File: src/rtl/parity_pkg.sv
// Shared types and helpers for the parity-generating FIFO: the stored frame
// layout, the parity-sense constants and the parity function.
package parity_pkg;

    localparam int DATA_W  = 4;
    localparam int FRAME_W = DATA_W + 1;

    localparam logic PAR_EVEN = 1'b0;
    localparam logic PAR_ODD  = 1'b1;

    typedef struct packed {
        logic [DATA_W-1:0] data;
        logic              par;
    } frame_t;

    // With odd sense the parity bit makes the total number of ones odd.
    function automatic logic calc_parity(input logic [DATA_W-1:0] data, input logic odd);
        return (^data) ^ odd;
    endfunction

endpackage

File: src/rtl/parity_fifo_mem.sv
// DEPTH x frame register array: synchronous write port, asynchronous read port.
// Contents are deliberately not reset; the top masks reads with out_valid.
module parity_fifo_mem
    import parity_pkg::*;
#(
    parameter int DEPTH = 4
) (
    input  logic                     clk,
    input  logic                     wr_en,
    input  logic [$clog2(DEPTH)-1:0] wr_addr,
    input  frame_t                   wr_data,
    input  logic [$clog2(DEPTH)-1:0] rd_addr,
    output frame_t                   rd_data
);

    frame_t mem_q [DEPTH];
    frame_t mem_d [DEPTH];

    always_comb begin
        mem_d = mem_q;
        if (wr_en) begin
            mem_d[wr_addr] = wr_data;
        end
    end

    always_ff @(posedge clk) begin
        mem_q <= mem_d;
    end

    assign rd_data = mem_q[rd_addr];

endmodule

File: src/rtl/parity_gen_fifo.sv
// FIFO that appends a parity bit to each pushed nibble and presents the head
// frame as individual a,b,c,d,p bits. Defining PARITY_ERR_INJ_EN adds an
// err_inj input that inverts the stored parity bit of the pushed nibble.
module parity_gen_fifo
    import parity_pkg::*;
#(
    parameter int DEPTH = 4,
    parameter int ODD   = 0
) (
    input  logic                   clk,
    input  logic                   rst,
    input  logic                   in_valid,
    output logic                   in_ready,
    input  logic [3:0]             in_data,
    output logic                   out_valid,
    input  logic                   out_ready,
    output logic                   a,
    output logic                   b,
    output logic                   c,
    output logic                   d,
    output logic                   p,
    output logic [$clog2(DEPTH):0] count
`ifdef PARITY_ERR_INJ_EN
    ,
    input  logic                   err_inj
`endif
);

    localparam int AW = $clog2(DEPTH);
    localparam logic [AW:0] FULL_CNT = DEPTH[AW:0];
    localparam logic PAR_SENSE = (ODD != 0) ? PAR_ODD : PAR_EVEN;

    logic [AW-1:0] wr_ptr_q, wr_ptr_d;
    logic [AW-1:0] rd_ptr_q, rd_ptr_d;
    logic [AW:0]   count_q, count_d;

    logic   push;
    logic   pop;
    logic   inj;
    frame_t wr_frame;
    frame_t head;

    // in_ready looks only at count, so a full FIFO refuses a push even while popping.
    assign in_ready  = (count_q != FULL_CNT);
    assign out_valid = (count_q != '0);
    assign push      = in_valid && in_ready;
    assign pop       = out_valid && out_ready;
    assign count     = count_q;

`ifdef PARITY_ERR_INJ_EN
    assign inj = err_inj;
`else
    assign inj = 1'b0;
`endif

    always_comb begin
        wr_frame.data = in_data;
        wr_frame.par  = calc_parity(in_data, PAR_SENSE) ^ inj;
    end

    // Pointers are exactly AW bits so they wrap modulo DEPTH on their own.
    always_comb begin
        wr_ptr_d = wr_ptr_q;
        rd_ptr_d = rd_ptr_q;
        count_d  = count_q;
        if (push) begin
            wr_ptr_d = wr_ptr_q + 1'b1;
        end
        if (pop) begin
            rd_ptr_d = rd_ptr_q + 1'b1;
        end
        case ({push, pop})
            2'b10:   count_d = count_q + 1'b1;
            2'b01:   count_d = count_q - 1'b1;
            default: count_d = count_q;
        endcase
    end

    always_ff @(posedge clk or posedge rst) begin
        if (rst) begin
            wr_ptr_q <= '0;
            rd_ptr_q <= '0;
            count_q  <= '0;
        end else begin
            wr_ptr_q <= wr_ptr_d;
            rd_ptr_q <= rd_ptr_d;
            count_q  <= count_d;
        end
    end

    parity_fifo_mem #(
        .DEPTH(DEPTH)
    ) u_mem (
        .clk    (clk),
        .wr_en  (push),
        .wr_addr(wr_ptr_q),
        .wr_data(wr_frame),
        .rd_addr(rd_ptr_q),
        .rd_data(head)
    );

    // Masking by out_valid hides unreset storage and forces zeros under reset.
    assign {a, b, c, d} = head.data & {4{out_valid}};
    assign p            = head.par & out_valid;

endmodule

File: config.mk
export PLATFORM = sky130hd
export DESIGN_NAME = parity_gen_fifo
export DESIGN_NICKNAME = d
export VERILOG_FILES = /design/src/rtl/parity_pkg.sv /design/src/rtl/parity_fifo_mem.sv /design/src/rtl/parity_gen_fifo.sv
export SDC_FILE = /design/constraint.sdc
export NUM_CORES = 1
export LEC_CHECK = 0
export BUFFER_PORTS_ARGS = -buffer_cell sky130_fd_sc_hd__clkbuf_2
export CORE_MARGIN = 2
export CORE_UTILIZATION = 59
export CTS_BUF_LIST = sky130_fd_sc_hd__clkbuf_4 sky130_fd_sc_hd__clkbuf_8 sky130_fd_sc_hd__clkbuf_16
export CTS_CLUSTER_SIZE = 20
export DETAILED_ROUTE_END_ITERATION = 10
export MAX_ROUTING_LAYER = met4
export PLACE_DENSITY_LB_ADDON = 0.2
export SLEW_MARGIN = 25
export SYNTH_ARGS = -nofsm -noshare
export SYNTH_HDL_FRONTEND = slang
export SYNTH_SLANG_ARGS = --single-unit
File: constraint.sdc
create_clock -name clk -period 5.9 [get_ports clk]
set_input_delay 0.885 -clock clk [delete_from_list [all_inputs] [get_ports clk]]
set_output_delay 0.885 -clock clk [all_outputs]
set_load 0.005 [all_outputs]
; Word-level counts from Yosys, hierarchy flattened
; Cells that the tools add are included.
[totals]
ff_bits = 27
latch_bits = 0
ramBits = 0
romBits = 0
out_inout_bits = 10
memories = 0
[classes]
addsub = 4
mul = 0
div_mod_pow = 0
order_cmp = 3
n_eq_ne = 3
n_shift = 0
muxes = 7
bitwise_logic = 4
reduce_logical = 6
[op_table]
columns = op, n
row1 = bitwise mux 20 bit, 1
row2 = two-way mux 5 bit, 3
row3 = binary-select mux 5 bit (select 2 bit), 1
row4 = demux 5 bit (select 2 bit), 1
row5 = "greater-or-equal comparator 3 bit, second input constant", 2
row6 = NOT 2 -> 3 bit, 2
row7 = case mux 3 bit (2 select lines), 1
row8 = "adder 2 x 1 -> 2 bit, second input constant", 2
row9 = AND 4 bit, 1
row10 = parity 4 bit, 1
row11 = "adder 3 x 1 -> 3 bit, second input constant", 1
row12 = logical AND 1 bit, 3
row13 = "less-than comparator 3 x 1 -> 1 bit, second input constant", 1
row14 = "inequality test 3 bit, second input constant", 1
row15 = nonzero test 3 bit, 1
row16 = "subtractor 3 x 1 -> 3 bit, second input constant", 1
row17 = "== test 2 x 1 -> 1 bit, second input constant", 1
row18 = "== test 2 bit, second input constant", 1
row19 = nonzero test 2 bit, 1
row20 = AND 1 bit, 1

; Depth between registers and ports, before layout
[logic_depth]
ltp_word = 6
mapped_depth = 9
mapped_depth_nobuf = 9

; By module
; A second synthesis with hierarchy kept.
[unflattened]
hier_cells = 68
hier_area_um2 = 1163.6
[modules_own_cells]
columns = mod, n_inst, cells_each, area_per_inst_um2
row1 = parity_fifo_mem, 1, 30, 755.7
row2 = parity_gen_fifo, 1, 38, 407.9

; Least setup slack after synthesis
; No wires, ideal clock.
[synth_path]
path_type = input to register
from = input in_valid
to = register count_q[2], in the netlist count[2]
setup_time_ps = 79
t_arrival_ps = 2021
required_ps = 5821
slack_ps = 3799
cell_stages = 8
n_path_buf = 0
cell_sequence = and2_4 > inv_1 > ha_1 > inv_1 > fa_1 > xor2_1 > nor2_1 > xor2_1
[synth_via]
elab_chain_len = 3
word_cells_on_any_way = 5
classes_between = eq/ne: 2 / mux: 1 / reduce/logical: 2
[synth_lines]
columns = element, line_no
row1 = from (decl), parity_gen_fifo.sv:12  ; input logic in_valid,
row2 = logical AND 1 bit *, parity_gen_fifo.sv:46  ; assign push = in_valid && in_ready;
row3 = == test 2 x 1 -> 1 bit / == test 2 bit (equally long branches), parity_gen_fifo.sv:72  ; case ({push, pop})
row4 = case mux 3 bit (2 select lines) / nonzero test 2 bit (equally long branches), --
row5 = to (signal assigned), parity_gen_fifo.sv:87  ; count_q <= count_d;
row6 = to (decl), parity_gen_fifo.sv:35  ; logic [AW:0] count_q, count_d;
; Every way passes the cells marked *; elsewhere a longest branch is shown, timed or not.
; A chain may end at the register's enable or synchronous reset.

; Worst setup path in the final report
[layout_path]
from = register rd_ptr_q[0]
to = output d
[layout_via]
elab_chain_len = 5
[layout_lines]
columns = element, line_no
row1 = from (decl), parity_gen_fifo.sv:34  ; logic [AW-1:0] rd_ptr_q, rd_ptr_d;
row2 = from (signal assigned), parity_gen_fifo.sv:86  ; rd_ptr_q <= rd_ptr_d;
row3 = NOT 2 -> 3 bit (not written as such), parity_fifo_mem.sv:30  ; assign rd_data = mem_q[rd_addr];
row4 = binary-select mux 5 bit (select 2 bit), parity_fifo_mem.sv:30
row5 = two-way mux 5 bit (not written as such) (2 in series), parity_fifo_mem.sv:30
row6 = AND 4 bit, parity_gen_fifo.sv:103  ; assign {a, b, c, d} = head.data & {4{out_valid}};
row7 = to (decl), parity_gen_fifo.sv:20  ; output logic d,
; No other way between the ends. The select of a mux whose other input is x is not followed.

==> results.txt <==
Clock Latency Late Sink - 0.32 ns
NetSw - 0.206 mW
Vias in the first global route - 654
Hold_buf cts - 0
Worst Tran Pin Value - 0.410 ns
Share of synthesized cell area in full adder, half adder and majority cells - 6.73%
Yosys top cell by area - edfxtp_1
Sequential Power Share - 48.6%
Core Area - 1960 um^2
CTS Buffer Depth - 2
CTS Buf Count - 3
Drt total wl - 1.86 mm
Post-synthesis area per instance - 16.6 um^2
Count of final setup violators - 0
Setup CP Type - flip-flop to output pin
Synth Area in Simple Gates - 8.66%
Worst IR Drop VDD - 0.000251 V
Final net count - 107
Global route overflow - 0
Buffers added on ports - 17
DRT Pass-1 Iters - 3
Synth top area cells - edfxtp_1, dfrtp_1, mux4_2, ha_1, xnor2_1
Post-layout instance area - 1350 um^2
Share of post-route cells with drive strength above 1 - 38.0%
Power Internal - 0.430 mW
Max-Cap Viols - 0
Power Dens Cells - 469 nW/um^2
Starting Density - 62.6%
H-tree depth - 1
Maximum clock rate - 378 MHz
Synth Area in XOR/XNOR - 6.42%
Max-slew violation count - 0
# resized after CTS - 0
Switching Fraction - 32.4%
Fin. Hold Viols - 0
Crit path max fanout - 7
P&R area growth vs syn - 10.3%
Reg2reg start - count[0]
Post-route ant nets - 0
Die area - 2460 um^2
First-pass GRT wire length - 3.18 mm
Sink Count - 27
Hold slack - 0.453 ns
Post-DP HPWL - 1.33 mm
Syn nets - 88
Run status - complete, no violations
Drt wl/cell - 15.6 um
Max_slew headroom - 72.7%
Placed cell area - 1330 um^2
Leak Pwr - 0.559 nW
Number of setup buffers added after CTS - 0
Synthesized flop and latch total - 27
Die X - 49.6 um
CTS Root Cell - clkbuf_4
GP Congestion - 0.746
Start point of the critical path - rd_ptr_q[0]
Crit end category - output pin
TritonCTS clock tree - yes
Mux cell area share after synthesis - 11.2%
Clock power frac - 12.2%
Yosys top cell area share - 48.9%
CP Data Required Time - 5.02 ns
Routed vias - 614
Logic pwr share - 39.2%
Vias per cell - 5.16
Combinational family with the most area after synthesis - multiplexers
Synth unique cells - 20
Sequential element share of the synthesized area - 63.2%
Clk_skew - 0.00564 ns
RSZ-0062 raised after global routing - no
N_diodes - 0
Arr. time, crit path - 1.76 ns
Largest net degree at the start of global routing - 16
FP Rows - 16
CP Launch Type - flip-flop
Gr usage total - 19.2%
Complex-gate fraction of the synthesized area - 0%
Final core occ - 69.0%
Clk pin slew, worst setup/hold paths - 0.14 ns
Hold Path Class - primary input to async pin
DR iter-0 viols - 8
Die Ht - 49.6 um
DRC Markers - 0
FF-to-FF path depth - 9
Most frequent cells in the layout - edfxtp_1, clkbuf_2, inv_1, dfrtp_1
Clock period minus worst slack - 2.65 ns
Final period utilization - 44.9%
Syn. warnings - 0
Post-Syn Area - 1230 um^2
Setup TNS Final - 0 ns
Ports - 18
Antenna violations before repair - 0
Post-Synthesis Cells - 74
Most common cell after layout, fill and taps aside - edfxtp_1
[per-stage QoR]
step / power (mW) / setup slack [ns] / cells
3_3_place_gp: 0.550 / 3.62 / 115
2_1_floorplan: 0.487 / 3.80 / 74
3_5_place_dp: 0.563 / 3.60 / 115
4_1_cts: 0.645 / 3.23 / 119
6_report: 0.636 / 3.25 / 119
5_1_grt: 0.686 / 3.13 / 119
[power by group through the flow]
| stage | sequential [mW] | clock (mW) | combinational, mW |
|---|---|---|---|
| floorplan | 0.288 | 0 | 0.199 |
| global route | 0.318 | 0.0886 | 0.279 |
| detailed placement | 0.315 | 0 | 0.249 |
| global placement | 0.311 | 0 | 0.239 |
| finish | 0.309 | 0.0774 | 0.249 |
| CTS | 0.310 | 0.0797 | 0.255 |
[synth_stat cells]
master and number:
or3_2 1, nor2_1 1, mux2i_1 1, and2_1 5
buf_2 1, buf_6 1, nand3_1 1, mux4_2 5
edfxtp_1 20, xnor2_1 5, ha_1 5, inv_1 7
xor2_1 4, mux2_4 1, fa_1 1, and2_4 2
or3b_4 1, dfrtp_1 7, clkbuf_1 1, and3_2 4
[metal layers]
layer / share of wire, % / GRT usage [%]
met1: 43 / 24.4
met2: 53 / 30.4
met3: 3.1 / 3.64
met4: 1.5 / 8.33
met5: 0 / -
[worst max-delay path: stages, from the launching register on]
cell and delay [ns]:
dfrtp_1 0.62, mux4_2 0.55, and2_1 0.17, clkbuf_2 0.10
[final cells by class]
type	count	area, um^2
repair buffers	17	85.1
multi-input cells	37	405
clock buffers	3	22.5
clock inverters	1	5.00
inverters	7	26.3
well taps	27	33.8
flip-flops and latches	27	776
fillers	155	608
[final timing paths]
check,endpoint,slack [ns]
max in group asynchronous,wr_ptr_q[0],5.22
min in group clk,count[2],0.52
max reg2reg,count[2],3.69
max,d,3.25
min reg2reg,count[2],0.52
min,count[0],0.45
[cell families after synthesis]
| kind of cell | after synthesis |
|---|---|
| xor+xnor | 9 |
| fa+ha+maj | 6 |
| simple gates | 15 |
| flops | 27 |
| buf+inv | 10 |
| mux | 7 |
[sequential cells by signal (all words and copies together) (netlist names)]
register,cells
count,3
rd_ptr_q,2
u_mem.mem_q,20
wr_ptr_q,2
No activity file was read; power rests on OpenSTA's default activity.
